`src/rtl/quad_decoder.sv`:
```
// Quadrature encoder decoder: synchronize, deglitch, decode to a signed position count.
// Optional velocity window measurement enabled by defining QUAD_DECODER_VELOCITY_EN.
module quad_decoder #(
  parameter int COUNT_W  = 32,
  parameter int FILT_LEN = 4,
  parameter int WIN_CYC  = 50000,
  parameter int VEL_W    = 16
) (
  input  logic                      clk,
  input  logic                      reset,
  input  logic                      a_in,
  input  logic                      b_in,
  input  logic                      clear,
  output logic signed [COUNT_W-1:0] count,
  output logic                      dir,
  output logic                      err,
  output logic signed [VEL_W-1:0]   vel,
  output logic                      vel_valid
);

  localparam logic [7:0] FILT_MAX = 8'(FILT_LEN - 1);

  logic [1:0] raw;
  logic [1:0] filt;
  logic [1:0] prev_reg;
  logic       step_up;
  logic       step_dn;
  logic       illegal;

  assign raw = {a_in, b_in};

  generate
    for (genvar gi = 0; gi < 2; gi++) begin : g_chan
      logic       sync1_reg;
      logic       sync2_reg;
      logic       level_reg;
      logic [7:0] fcnt_reg;

      // A new level is accepted only after FILT_LEN consecutive disagreeing samples.
      always_ff @(posedge clk or posedge reset) begin
        if (reset) begin
          sync1_reg <= 1'b0;
          sync2_reg <= 1'b0;
          level_reg <= 1'b0;
          fcnt_reg  <= '0;
        end else begin
          sync1_reg <= raw[gi];
          sync2_reg <= sync1_reg;
          if (sync2_reg != level_reg) begin
            if (fcnt_reg == FILT_MAX) begin
              level_reg <= sync2_reg;
              fcnt_reg  <= '0;
            end else begin
              fcnt_reg  <= fcnt_reg + 8'd1;
            end
          end else begin
            fcnt_reg <= '0;
          end
        end
      end

      assign filt[gi] = level_reg;
    end
  endgenerate

  always_comb begin
    step_up = 1'b0;
    step_dn = 1'b0;
    illegal = 1'b0;
    case ({prev_reg, filt})
      4'b00_10, 4'b10_11, 4'b11_01, 4'b01_00: step_up = 1'b1;
      4'b00_01, 4'b01_11, 4'b11_10, 4'b10_00: step_dn = 1'b1;
      4'b00_11, 4'b11_00, 4'b01_10, 4'b10_01: illegal = 1'b1;
      default: ;
    endcase
  end

  // Count wraps naturally modulo 2^COUNT_W; clear wins over any decoded event.
  always_ff @(posedge clk or posedge reset) begin
    if (reset) begin
      prev_reg <= 2'b00;
      count    <= '0;
      dir      <= 1'b0;
      err      <= 1'b0;
    end else begin
      prev_reg <= filt;
      if (clear) begin
        count <= '0;
        err   <= 1'b0;
      end else if (step_up) begin
        count <= count + COUNT_W'(1);
        dir   <= 1'b1;
      end else if (step_dn) begin
        count <= count - COUNT_W'(1);
        dir   <= 1'b0;
      end else if (illegal) begin
        err   <= 1'b1;
      end
    end
  end

`ifdef QUAD_DECODER_VELOCITY_EN
  localparam int                WIN_W    = (WIN_CYC > 2) ? $clog2(WIN_CYC) : 1;
  localparam int                ACC_W    = WIN_W + 2;
  localparam logic [WIN_W-1:0]  WIN_LAST = WIN_W'(WIN_CYC - 1);
  localparam longint            VEL_MAX  = (longint'(1) <<< (VEL_W - 1)) - 1;
  localparam longint            VEL_MIN  = -VEL_MAX - 1;

  logic        [WIN_W-1:0] win_reg;
  logic signed [ACC_W-1:0] acc_reg;
  logic signed [ACC_W-1:0] acc_next;
  logic signed [VEL_W-1:0] vel_sat;
  longint                  acc_wide;

  always_comb begin
    acc_next = acc_reg;
    if (step_up) begin
      acc_next = acc_reg + ACC_W'(1);
    end else if (step_dn) begin
      acc_next = acc_reg - ACC_W'(1);
    end
    acc_wide = longint'(acc_next);
    vel_sat  = VEL_W'(acc_wide);
    if (acc_wide > VEL_MAX) begin
      vel_sat = VEL_W'(VEL_MAX);
    end else if (acc_wide < VEL_MIN) begin
      vel_sat = VEL_W'(VEL_MIN);
    end
  end

  // The final window cycle publishes the net steps including that cycle's own step.
  always_ff @(posedge clk or posedge reset) begin
    if (reset) begin
      win_reg   <= '0;
      acc_reg   <= '0;
      vel       <= '0;
      vel_valid <= 1'b0;
    end else begin
      vel_valid <= 1'b0;
      if (clear) begin
        win_reg <= '0;
        acc_reg <= '0;
      end else if (win_reg == WIN_LAST) begin
        win_reg   <= '0;
        acc_reg   <= '0;
        vel       <= vel_sat;
        vel_valid <= 1'b1;
      end else begin
        win_reg <= win_reg + WIN_W'(1);
        acc_reg <= acc_next;
      end
    end
  end
`else
  logic unused_win;
  assign unused_win = ^WIN_CYC;
  assign vel        = '0;
  assign vel_valid  = 1'b0;
`endif

endmodule

```
`config.mk`:
```
export PLATFORM = sky130hd
export DESIGN_NAME = quad_decoder
export DESIGN_NICKNAME = d
export VERILOG_FILES = /design/src/rtl/quad_decoder.sv
export SDC_FILE = /design/constraint.sdc
export NUM_CORES = 1
export LEC_CHECK = 0
export ABC_AREA = 1
export BUFFER_PORTS_ARGS = -buffer_cell sky130_fd_sc_hd__buf_2
export CAP_MARGIN = 15
export CORE_ASPECT_RATIO = 0.9
export CORE_MARGIN = 5
export CORE_UTILIZATION = 65
export CTS_BUF_LIST = sky130_fd_sc_hd__clkbuf_8
export DETAILED_ROUTE_END_ITERATION = 12
export PLACE_DENSITY = 0.88
export SYNTH_ARGS = -nofsm -noshare
export SYNTH_HDL_FRONTEND = slang
export SYNTH_SLANG_ARGS = --single-unit
```
`constraint.sdc`:
```
create_clock -name clk -period 4.3 [get_ports clk]
set_clock_uncertainty 0.15 [all_clocks]
set_input_delay 0.645 -clock clk [delete_from_list [all_inputs] [get_ports clk]]
set_output_delay 0.645 -clock clk [all_outputs]
set_load 0.005 [all_outputs]
```
**After elaboration in Yosys (flattened, before gate mapping)**

Index checks and enable logic that the tools add are counted.

- Flip-flop bits (word level): 58
- Input port bits: 5
- Output and inout bits: 51
- Logic and storage cells: 61

- $add $sub $neg: 4
- Equal/unequal tests: 18
- Muxes and demuxes: 16
- Bitwise operators: 1
- Reductions and logical operators: 10

Operators with widths:

| kind | number |
|---|---|
| 32-bit two-way mux | 3 |
| 32-bit by 2-bit adder with 32-bit output (second input constant) | 1 |
| 8-bit two-way mux | 4 |
| 32-bit by 2-bit subtractor with 32-bit output (second input constant) | 1 |
| 4-bit == test (second input constant) | 6 |
| 8-bit by 1-bit adder with 8-bit output (second input constant) | 2 |
| 8-bit by 2-bit == test with 1-bit output (second input constant) | 2 |
| 4-bit by 3-bit == test with 1-bit output (second input constant) | 3 |
| 4-bit OR reduction | 3 |
| 1-bit two-way mux | 9 |
| 4-bit by 2-bit == test with 1-bit output (second input constant) | 2 |
| 2-bit AND reduction | 3 |
| 4-bit by 1-bit == test with 1-bit output (second input constant) | 1 |
| 2-bit != test (second input constant) | 2 |
| 2-bit nonzero test | 2 |
| 3-bit AND reduction | 1 |
| 3-bit nonzero test | 1 |
| 1-bit != test | 2 |
| 1-bit NOT | 1 |

**Depth between registers and ports, before layout**

Gate-level depths: netlist of the first run.

- Word-level depth: 7
- Gate-level depth with buffers: 17

**Worst setup path before layout of the first run**

OpenSTA, ideal clock, no wires.

- Kind: reg2reg
- From: reg g_chan[1].level_reg
- To: reg count[29]
- Arrival time: 2.604 ns
- Path slack: 1.428 ns
- Stages on the path, launching flop included: 14
- Path buffers: 1
- Period minus slack after synthesis: 2.872 ns
- Path through: dfrtp_1 buf_4 xor2_1 nand2_1 ha_1 or2_2 nand3_1 nand2_1 nand2_1 nand2_1 nand2_1 nand3_1 nand3_1 nand2_1

- Longest elaborated chain between the ends: 5
- Elaborated cells on any way between the ends: 15
- Classes of those cells: eq/ne (8); mux (4); reduce/logical (3)

RTL lines:

| element | RTL line | RTL |
|---|---|---|
| from (decl) | 36 | `logic level_reg;` |
| from (signal assigned) | 51 | `level_reg <= sync2_reg;` |
| 4-bit by 2-bit == test with 1-bit output (tied with other cells) | 70 | `case ({prev_reg, filt})` |
| 4-bit OR reduction | 70 |  |
| 1-bit two-way mux | 70 |  |
| 32-bit two-way mux | 90 | `end else if (step_up) begin` |
| 32-bit two-way mux | 87 | `if (clear) begin` |
| to (signal assigned) | 91 | `count <= count + COUNT_W'(1);` |
| to (signal assigned) | 94 | `count <= count - COUNT_W'(1);` |
| to (decl) | 14 | `output logic signed [COUNT_W-1:0] count,` |

Parallel ways exist; a longest one is shown, timed or not.
A chain may end at the register's enable or synchronous reset.

**Worst setup path after layout of the first run**

- From: reg g_chan[0].level_reg
- To: reg count[24]

- Longest elaborated chain between the ends: 5
- Elaborated cells on any way between the ends: 15
- Classes of those cells: eq/ne (8); mux (4); reduce/logical (3)

RTL lines:

| element | RTL line |
|---|---|
| from (decl) | 36 |
| from (signal assigned) | 51 |
| 4-bit by 2-bit == test with 1-bit output (tied with other cells) | 70 |
| 4-bit OR reduction | 70 |
| 1-bit two-way mux | 70 |
| 32-bit two-way mux | 90 |
| 32-bit two-way mux | 87 |

Parallel ways exist; a longest one is shown, timed or not.

==> results.yml, run 1 <==
run_status:
  outcome: "completed"
setup_path:
  cp-end-kind: "flip-flop"
  crit_fanout: 21
  crit_chain: "xnor2_1 -> nand2_1 -> buf_4 -> ha_1 -> nand2_1 -> nor2_1 -> nand2_1 -> nor2_1 -> nand2_1 -> nand3_1 -> nand2_1 -> nand3_1 -> nand2_1"
  criticalPathCategory: "flip-flop to flip-flop"
  crit_top_cell: "nand2_1"
  slowest_stage: "nand2_1"
  r2r_cells: 13
  cp_data_required_time_ns: 4.37
  start_kind: "flip-flop"
  arrival_ns: 3.34
  cpPeakStageDelay_ns: 0.52
timing:
  fin_crit_sh_pct: 76.1
  setup_violations: 0
  finalHoldViolCount: 0
  finalSetupTns_ns: 0
  worst_slew_margin_rel_pct: 30.9
  maxSlewViolCount: 0
  fin_crit_ns: 3.27
  clock.fmax_ghz: 0.305
  worst_pin_slew_ns: 1.04
  rsz0062_at_grt: "false"
worst_hold_path:
  hold_path.class: "flip-flop to flip-flop"
  hold_depth: 0
synthesis:
  syn_area_um2: 4820
  synth_flop_cell: "dfrtp_1"
  synthArstFlopShare_pct: 100
  ys_ff_latch: 58
  syn_inst: 774
  yosysWarnings: 0
  ys_types: 31
  syn_area_per_cell_um2: 6.23
  ys_seq_area_share_pct: 30.1
  synth_edf_count: 0
layout:
  drive_gt1_share_pct: 7.55
  syn2layout_area_growth_pct: 8.41
  diodes: 0
  fin_nets: 854
  final_cell_count_no_fill: 914
  nFillCells: 592
  final_cell_mix: "nand2_1 (306), inv_1 (136), nor2_1 (77)"
  layout_commonest_cell: "nand2_1"
  largest_reg_flops: 32
placement:
  hpwlAfterDp_um: 9360
  port_buffers: 38
  gp_congestion: 0.976
  dp.cells: 898
cts:
  clk_latency_ns: 0.34
  cts_setup_buffers: 0
  cts_buffer_depth: 2
  post_cts_resized: 0
  path_clk_slew_ns: 0.07
  cts-root-buf: "clkbuf_8"
  ctsHoldBuffers: 0
  cts_tree: "done"
  htreeDepth: 3
  clock_sinks: 58
  cts_buffers: 9
global_route:
  grt_overflow: 0
  grtUsageTotal_pct: 27.3
  grt_pass1_wl_um: 20300
  grt_max_degree: 33
  grt_antenna_before_repair: 0
  grt_pass1_vias: 4468
floorplanning:
  die_x_um: 101
  start_util_pct: 67.4
  die_area_um2: 9240
  die_height_um: 91.7
  rows: 29
  coreArea_um2: 7150
  ios: 56
detailed_routing:
  drtIter0Drc: 402
  routed_wl_um: 12300
  viasPerCell: 5.18
  wl_per_cell_um: 13.5
  antenna_left: 0
  drt_pass1_iterations: 6
  vias: 4730
  drc_errors: 0
run:
  maxCapViolCount: 0
## per-layer routing
| metal | vias up | global-route usage (%) | share of wire, % |
|---|---|---|---|
| met5 | - | 0 | 0 |
| met2 | 177 | 45.0 | 47 |
| met1 | 2100 | 35.1 | 45 |
| met4 | 0 | 11.7 | 2.5 |
| li1 | 2426 | - | - |
| met3 | 27 | 4.55 | 5.9 |
## synthesized netlist by cell type (6+ instances only)
| cell | instances | area, um^2 |
|---|---|---|
| a21oi_1 | 25 | 125 |
| inv_1 | 136 | 510 |
| ha_1 | 32 | 400 |
| nor3_1 | 10 | 50.1 |
| xor2_1 | 6 | 52.6 |
| nand2_1 | 306 | 1150 |
| xnor2_1 | 9 | 78.8 |
| dfrtp_1 | 58 | 1450 |
| buf_4 | 19 | 143 |
| o21ai_0 | 14 | 70.1 |
| o21ai_1 | 7 | 35.0 |
| nand3_1 | 45 | 225 |
| nand4_1 | 7 | 43.8 |
| nor2_1 | 77 | 289 |
## cells by family after synthesis
family | Yosys count | share of synthesized area [%]
AO/OA/AOI/OAI | 53 | 6.05
XOR/XNOR | 15 | 2.73
adder cells (fa/ha/maj) | 33 | 8.72
buffers and inverters | 162 | 14.7
flip-flops | 58 | 30.1
multiplexers | 1 | 0.234
other | 1 | 0.0778
AND/OR/NAND/NOR | 451 | 37.3
## final timing paths
kind | from | to | slack, ns
worst min-delay path | g_chan[0].sync1_reg$_DFF_PP0_ | g_chan[0].sync2_reg$_DFF_PP0_ | 0.19
worst max-delay path | g_chan[0].level_reg$_DFFE_PP0P_ | count[24]$_DFFE_PP0P_ | 1.03
min in group asynchronous | reset | g_chan[1].fcnt_reg[7]$_DFF_PP0_ | 0.22
worst min register to register | g_chan[0].sync1_reg$_DFF_PP0_ | g_chan[0].sync2_reg$_DFF_PP0_ | 0.19
worst max register to register | g_chan[0].level_reg$_DFFE_PP0P_ | count[24]$_DFFE_PP0P_ | 1.03
max in group asynchronous | reset | count[23]$_DFFE_PP0P_ | 2.93
## through the flow
stage	setup slack (ns)	hold WS (ns)	utilization [%]	area, um^2
2_1_floorplan	1.43	0.181	-	4880
3_3_place_gp	1.10	0.186	70.0	5000
3_5_place_dp	1.08	0.190	70.0	5000
4_1_cts	1.05	0.201	73.1	5220
6_report	1.03	0.193	73.1	5220
5_1_grt	0.756	0.220	73.1	5220
## critical path, delay by kind of cell (launching register included)
family | cells | cell delay [ns]
DFF | 1 | 0.46
xor gates and xnor gates | 1 | 0.19
buffers and inverters | 1 | 0.43
adders and majority gates | 1 | 0.38
and+or+nand+nor | 10 | 1.53
## final cells by class
type                    instances  area, um^2  area share [%]
clock buffers                  10         138            2.63
clock inverters                 6        81.3            1.56
inverters                     137         514            9.84
multi-input cells             570        2720            52.0
flip-flops and latches         58        1450            27.8
well taps                      93         116            2.23
repair buffers                 40         205            3.93
Power of run 1 is left out: the tool's default activity adds up to more than one toggle a clock period on the data nets, which glitch-free logic cannot reach.
==> run 2: changes to the inputs <==
- ABC_AREA: 1 -> 0
- CORE_UTILIZATION: 65 -> 55
- PLACE_DENSITY: 0.88 -> 0.79
- clock period: 4.3 -> 2.7 ns (I/O delays scaled with it)
==> run 2 against run 1 <==
  * The run now ends with negative hold slack, negative setup slack left
  * Sequential share of layout area fell by 4.9 points
  * Die area rose by 8.6%
  * Synthesized cell count fell by 33%
  * Hold slack got worse by 0.20 ns
  * First-iteration DRC count rose by 22%
  * Clock-buffer cell count fell by 1
  * Critical path depth fell by 2
  * Via count rose by 7.0%
  * Final cell count fell by 15%
  * Fmax fell by 2.2%
  * Non-clock buffer count rose by 128
  * Critical endpoint is now count[31]$_DFFE_PP0P_
  * Largest cell class unchanged
==> results.yml, run 2 <==
detailed_routing:
  wl_per_cell_um: 21.1
  vias: 5061
  drt_pass1_iterations: 8
  routed_wl_um: 16400
  highest_layer: "met4"
  met2_length_um: 7570
  drtIter0Drc: 492
  wl_met3_um: 1470
  drc_errors: 0
  viasPerCell: 6.53
  wl_met1_um: 6360
  antenna_left: 0
synthesis:
  synth_compound_area_share_pct: 21.2
  synth_top_area_cell: "dfrtp_1"
  syn_area_um2: 4470
  syn_inst: 517
  syn_area_per_cell_um2: 8.65
  ys_seq_area_share_pct: 32.5
  ys_ff_latch: 58
  synthArstFlopShare_pct: 100
  muxShareOfSynthArea_pct: 0.504
  yosysMostFrequentCell: "dfrtp_1"
  synth_edf_count: 0
  yosysWarnings: 0
  yosys-top-cells-area: "dfrtp_1 (32%), ha_1 (9.0%), a21oi_1 (4.6%), buf_4 (4.0%), xor2_1 (3.9%)"
  synth_xor_area_share_pct: 6.46
  synth_top_family_by_area: "simple AND/OR/NAND/NOR gates"
  synth_flop_cell: "dfrtp_1"
  synthTopCellsByCount: "dfrtp_1 (58), nand2_1 (44), nor2_1 (43)"
  synth_top_area_share_pct: 32.5
  synthAdderAreaFrac_pct: 9.40
  ys_types: 73
  yosys.area_share.simple_pct: 22.6
cts:
  cts_buffer_depth: 2
  cts_tree: "done"
  clock_sinks: 58
  clk_latency_ns: 0.37
  path_clk_slew_ns: 0.08
  cts-root-buf: "clkbuf_8"
  cts_buffers: 9
  htreeDepth: 3
layout:
  largest_reg_flops: 32
  diodes: 0
  nFillCells: 429
  layout_commonest_cell: "buf_4"
  fin_nets: 709
  final_cell_mix: "buf_4 (123), dfrtp_1 (58), nand2_1 (44)"
  utilization_pct: 79.5
  drive_gt1_share_pct: 39.1
  syn2layout_area_growth_pct: 42.1
run_status:
  violations: "negative hold slack, negative setup slack"
  outcome: "finished with violations"
global_route:
  grt_overflow: 0
  grt_max_degree: 31
  grt_pass1_wl_um: 22300
  grtUsageTotal_pct: 27.5
  grt_antenna_before_repair: 0
  grt_pass1_vias: 4742
worst_hold_path:
  hold_path.class: "input pin to asynchronous set/reset pin"
floorplanning:
  die_height_um: 95.5
  rows: 31
  die_area_um2: 10000
  start_util_pct: 56.0
  ios: 56
  coreArea_um2: 7990
  die_x_um: 105
timing:
  fin_crit_ns: 3.35
  worst_pin_slew_ns: 0.671
  finalHoldViolCount: 20
  rsz0062_at_grt: "true"
  fin_crit_sh_pct: 124
  worst_slack_ns: -0.650
  clock.fmax_ghz: 0.299
  worst_slew_margin_rel_pct: 55.2
  setup_violations: 27
  maxSlewViolCount: 0
  holdWs_ns: -0.00985
run:
  maxCapViolCount: 0
placement:
  hpwlAfterDp_um: 9570
  gp_congestion: 0.922
  port_buffers: 38
setup_path:
  cp_data_required_time_ns: 2.83
  start_kind: "flip-flop"
  cp-end-kind: "flip-flop"
  arrival_ns: 3.48
  crit_fanout: 7
  criticalPathCategory: "flip-flop to flip-flop"
## run 2: changes by cell type in the layout (fill, tap and decap cells not counted), moves of 19 or more
cell	before	now
inv_1	136	13
nor2_1	77	41
nand2_1	306	44
nand3_1	45	26
buf_4	2	123
## run 2: critical path, cell delays in order, from the launching register on
cell and delay, ns:
dfrtp_1 0.41, xor2_1 0.20, or2_4 0.33, buf_12 0.17
ha_4 0.32, nand4_1 0.10, o211ai_1 0.38, o2111ai_1 0.23
o21ai_2 0.37, a2111oi_4 0.15, o31a_1 0.32, nor3_1 0.14
## run 2: cells by family (layout without fill, tap and decap cells)
| group | Yosys count | count (layout) |
|---|---|---|
| fa+ha+maj | 33 | 33 |
| buf+inv | 57 | 200 |
| compound gates | 140 | 140 |
| flops | 58 | 58 |
| simple gates | 193 | 193 |
| mux | 2 | 2 |
| other cells | 1 | 17 |
| xor+xnor | 33 | 33 |
## run 2: repair_timing
item / CTS / global route
resized for setup: 23 / 46
hold buffers: 1 / 0
endpoints found under the hold margin: 1 / 0
endpoints found under the setup margin: 26 / 27
cloned: 0 / 1
setup buffers: 11 / 10
pin swaps: 18 / 20
## run 2: final cells by class
type / instances / area, um^2 / area share, %
clock inverters: 7 / 103 / 1.61
clock buffers: 9 / 124 / 1.95
inverters: 16 / 62.6 / 0.985
flip-flops and latches: 58 / 1450 / 22.8
multi-input cells: 418 / 3250 / 51.1
well taps: 99 / 124 / 1.95
repair buffers: 168 / 1240 / 19.5
## run 2: per-stage QoR
stage / area (um^2) / setup TNS (ns) / cells / worst slack, ns
after global placement: 5600 / -4.89 / 736 / -0.314
after detailed placement: 5600 / -7.80 / 736 / -0.522
final: 6350 / -12.37 / 775 / -0.650
after CTS: 6030 / -5.94 / 764 / -0.347
after global routing: 6350 / -13.59 / 775 / -0.723
after floorplan: 4740 / -1.33 / 533 / -0.283
## run 2: final timing paths
kind | startpoint | to | slack, ns | depth (start not counted)
max in group asynchronous | reset | count[17]$_DFFE_PP0P_ | 1.80 | 3
min reg2reg | g_chan[1].sync1_reg$_DFF_PP0_ | g_chan[1].sync2_reg$_DFF_PP0_ | 0.20 | 0
max reg2reg | prev_reg[1]$_DFF_PP0_ | count[31]$_DFFE_PP0P_ | -0.65 | 11
max | prev_reg[1]$_DFF_PP0_ | count[31]$_DFFE_PP0P_ | -0.65 | 11
min in group clk | b_in | g_chan[0].sync1_reg$_DFF_PP0_ | 0.02 | 1
min | reset | g_chan[0].fcnt_reg[4]$_DFF_PP0_ | -0.01 | 2
## run 2: layer usage
metal	global-route usage, %	up-vias
met5	0	-
met3	5.69	111
li1	-	2163
met4	12.2	0
met2	47.7	353
met1	33.1	2434
Power of run 2 is left out for the same reason.
==> run 3: changes to the inputs <==
- CORE_UTILIZATION: 55 -> 65
- PLACE_DENSITY: 0.79 -> 0.88
- clock period: 2.7 -> 4.3 ns (I/O delays scaled with it)
==> run 3 against run 2 <==
  * The run now ends clean
  * Sequential cell count unchanged
  * Largest cell class unchanged
  * Non-clock buffer count down 127
  * Fmax down 14%
  * Wire length down 33%
  * Core utilization down 7.3 points
  * Critical endpoint is now count[28]$_DFFE_PP0P_
==> results.yml, run 3 (synthesis results as in run 2) <==
layout:
  largest_reg_flops: 32
  utilization_pct: 72.3
  regArea_um2: 1450
  layout_commonest_cell: "dfrtp_1"
  syn2layout_area_growth_pct: 6.99
  final_cell_mix: "dfrtp_1 (58), nand2_1 (44), nor2_1 (43)"
  diodes: 0
  fin_nets: 582
  multiInputGateArea_um2: 2750
  final_cell_count_no_fill: 639
  drive_gt1_share_pct: 14.4
  nFillCells: 484
cts:
  cts_buffer_depth: 2
  cts-root-buf: "clkbuf_8"
  clk_latency_ns: 0.36
  htreeDepth: 3
  ctsHoldBuffers: 0
  cts_buffers: 9
  path_clk_slew_ns: 0.08
  clock_sinks: 58
  cts_tree: "done"
  post_cts_resized: 0
  cts_setup_buffers: 0
setup_path:
  start_kind: "flip-flop"
  slowest_stage: "or2_1"
  criticalPathCategory: "flip-flop to flip-flop"
  cpPeakStageDelay_ns: 0.67
  crit_fanout: 21
  crit_top_cell: "nor3_1"
  cp_data_required_time_ns: 4.39
  crit_chain: "xnor2_1 -> or2_1 -> ha_1 -> a21oi_1 -> o21ai_2 -> a2111oi_2 -> nor3_1 -> nor4_1 -> nor3_1 -> nand3b_1"
  arrival_ns: 3.98
  cp-end-kind: "flip-flop"
timing:
  finalHoldViolCount: 0
  fin_crit_sh_pct: 90.4
  holdWs_ns: 0.199
  maxSlewViolCount: 0
  setup_violations: 0
  fin_crit_ns: 3.89
  rsz0062_at_grt: "false"
  clock.fmax_ghz: 0.257
  finalSetupTns_ns: 0
  worst_pin_slew_ns: 0.805
  worst_slew_margin_rel_pct: 46.3
floorplanning:
  coreArea_um2: 6620
  start_util_pct: 67.5
  die_area_um2: 8640
  die_x_um: 97.4
  ios: 56
  die_height_um: 88.7
  rows: 28
global_route:
  grt_pass1_wl_um: 18500
  grtUsageTotal_pct: 26.2
  grt_max_degree: 41
  grt_overflow: 0
  grt_pass1_vias: 3954
  grt_antenna_before_repair: 0
placement:
  hpwlAfterDp_um: 7610
  gp_congestion: 0.958
  port_buffers: 38
  dp.cells: 623
detailed_routing:
  viasPerCell: 6.39
  wl_per_cell_um: 17.1
  drc_errors: 0
  drtIter0Drc: 314
  routed_wl_um: 10900
  drt_pass1_iterations: 6
  vias: 4083
  antenna_left: 0
run_status:
  outcome: "completed"
run:
  maxCapViolCount: 0
worst_hold_path:
  hold_path.class: "flip-flop to flip-flop"
## run 3: cell types whose count changed in the layout (fill, tap and decap cells not counted), moves of 9 or more
cell / delta
ha_1: +15
o21ai_0: +12
a21oi_2: -12
a21oi_1: +15
ha_4: -15
o21ai_1: -9
buf_4: -120
## run 3: path summary, 6_finish.rpt
check,startpoint,endpoint,slack (ns),depth (start not counted)
worst max-delay path,g_chan[1].level_reg$_DFFE_PP0P_,count[28]$_DFFE_PP0P_,0.41,10
worst min-delay path,g_chan[1].sync1_reg$_DFF_PP0_,g_chan[1].sync2_reg$_DFF_PP0_,0.20,0
worst max register to register,g_chan[1].level_reg$_DFFE_PP0P_,count[28]$_DFFE_PP0P_,0.41,10
worst min register to register,g_chan[1].sync1_reg$_DFF_PP0_,g_chan[1].sync2_reg$_DFF_PP0_,0.20,0
max in group asynchronous,reset,count[0]$_DFFE_PP0P_,2.94,3
min in group asynchronous,reset,count[15]$_DFFE_PP0P_,0.24,2
## run 3: final cells by class
| type | instances | area share (%) |
|---|---|---|
| Inverter | 16 | 1.26 |
| Timing Repair Buffer | 41 | 4.45 |
| Sequential cell | 58 | 30.3 |
| Multi-Input combinational cell | 418 | 57.6 |
| Tap cell | 90 | 2.35 |
| Clock inverter | 7 | 1.46 |
| Clock buffer | 9 | 2.59 |
## run 3: through the flow
step / area (um^2) / setup WS [ns]
final: 4780 / 0.412
after CTS: 4780 / 0.466
after global placement: 4590 / 0.763
after global routing: 4780 / 0.0748
after floorplan: 4530 / 1.28
after detailed placement: 4590 / 0.626
## run 3: metal layers
metal  wire length [um]  up-vias  track usage (%)
li1                   -     1904                -
met1               4710     1949             33.5
met2               4990      195             43.5
met3                925       35             5.44
met4                296        0             11.7
met5                  0        -                0
## run 3: worst max-delay path: cells and delay by family, from the launching register on
| kind | cells | cell delay [ns] |
|---|---|---|
| simple gates | 5 | 1.60 |
| compound gates | 3 | 0.83 |
| fa+ha+maj | 1 | 0.49 |
| flops | 1 | 0.45 |
| xor+xnor | 1 | 0.25 |
Power of run 3 is left out for the same reason.
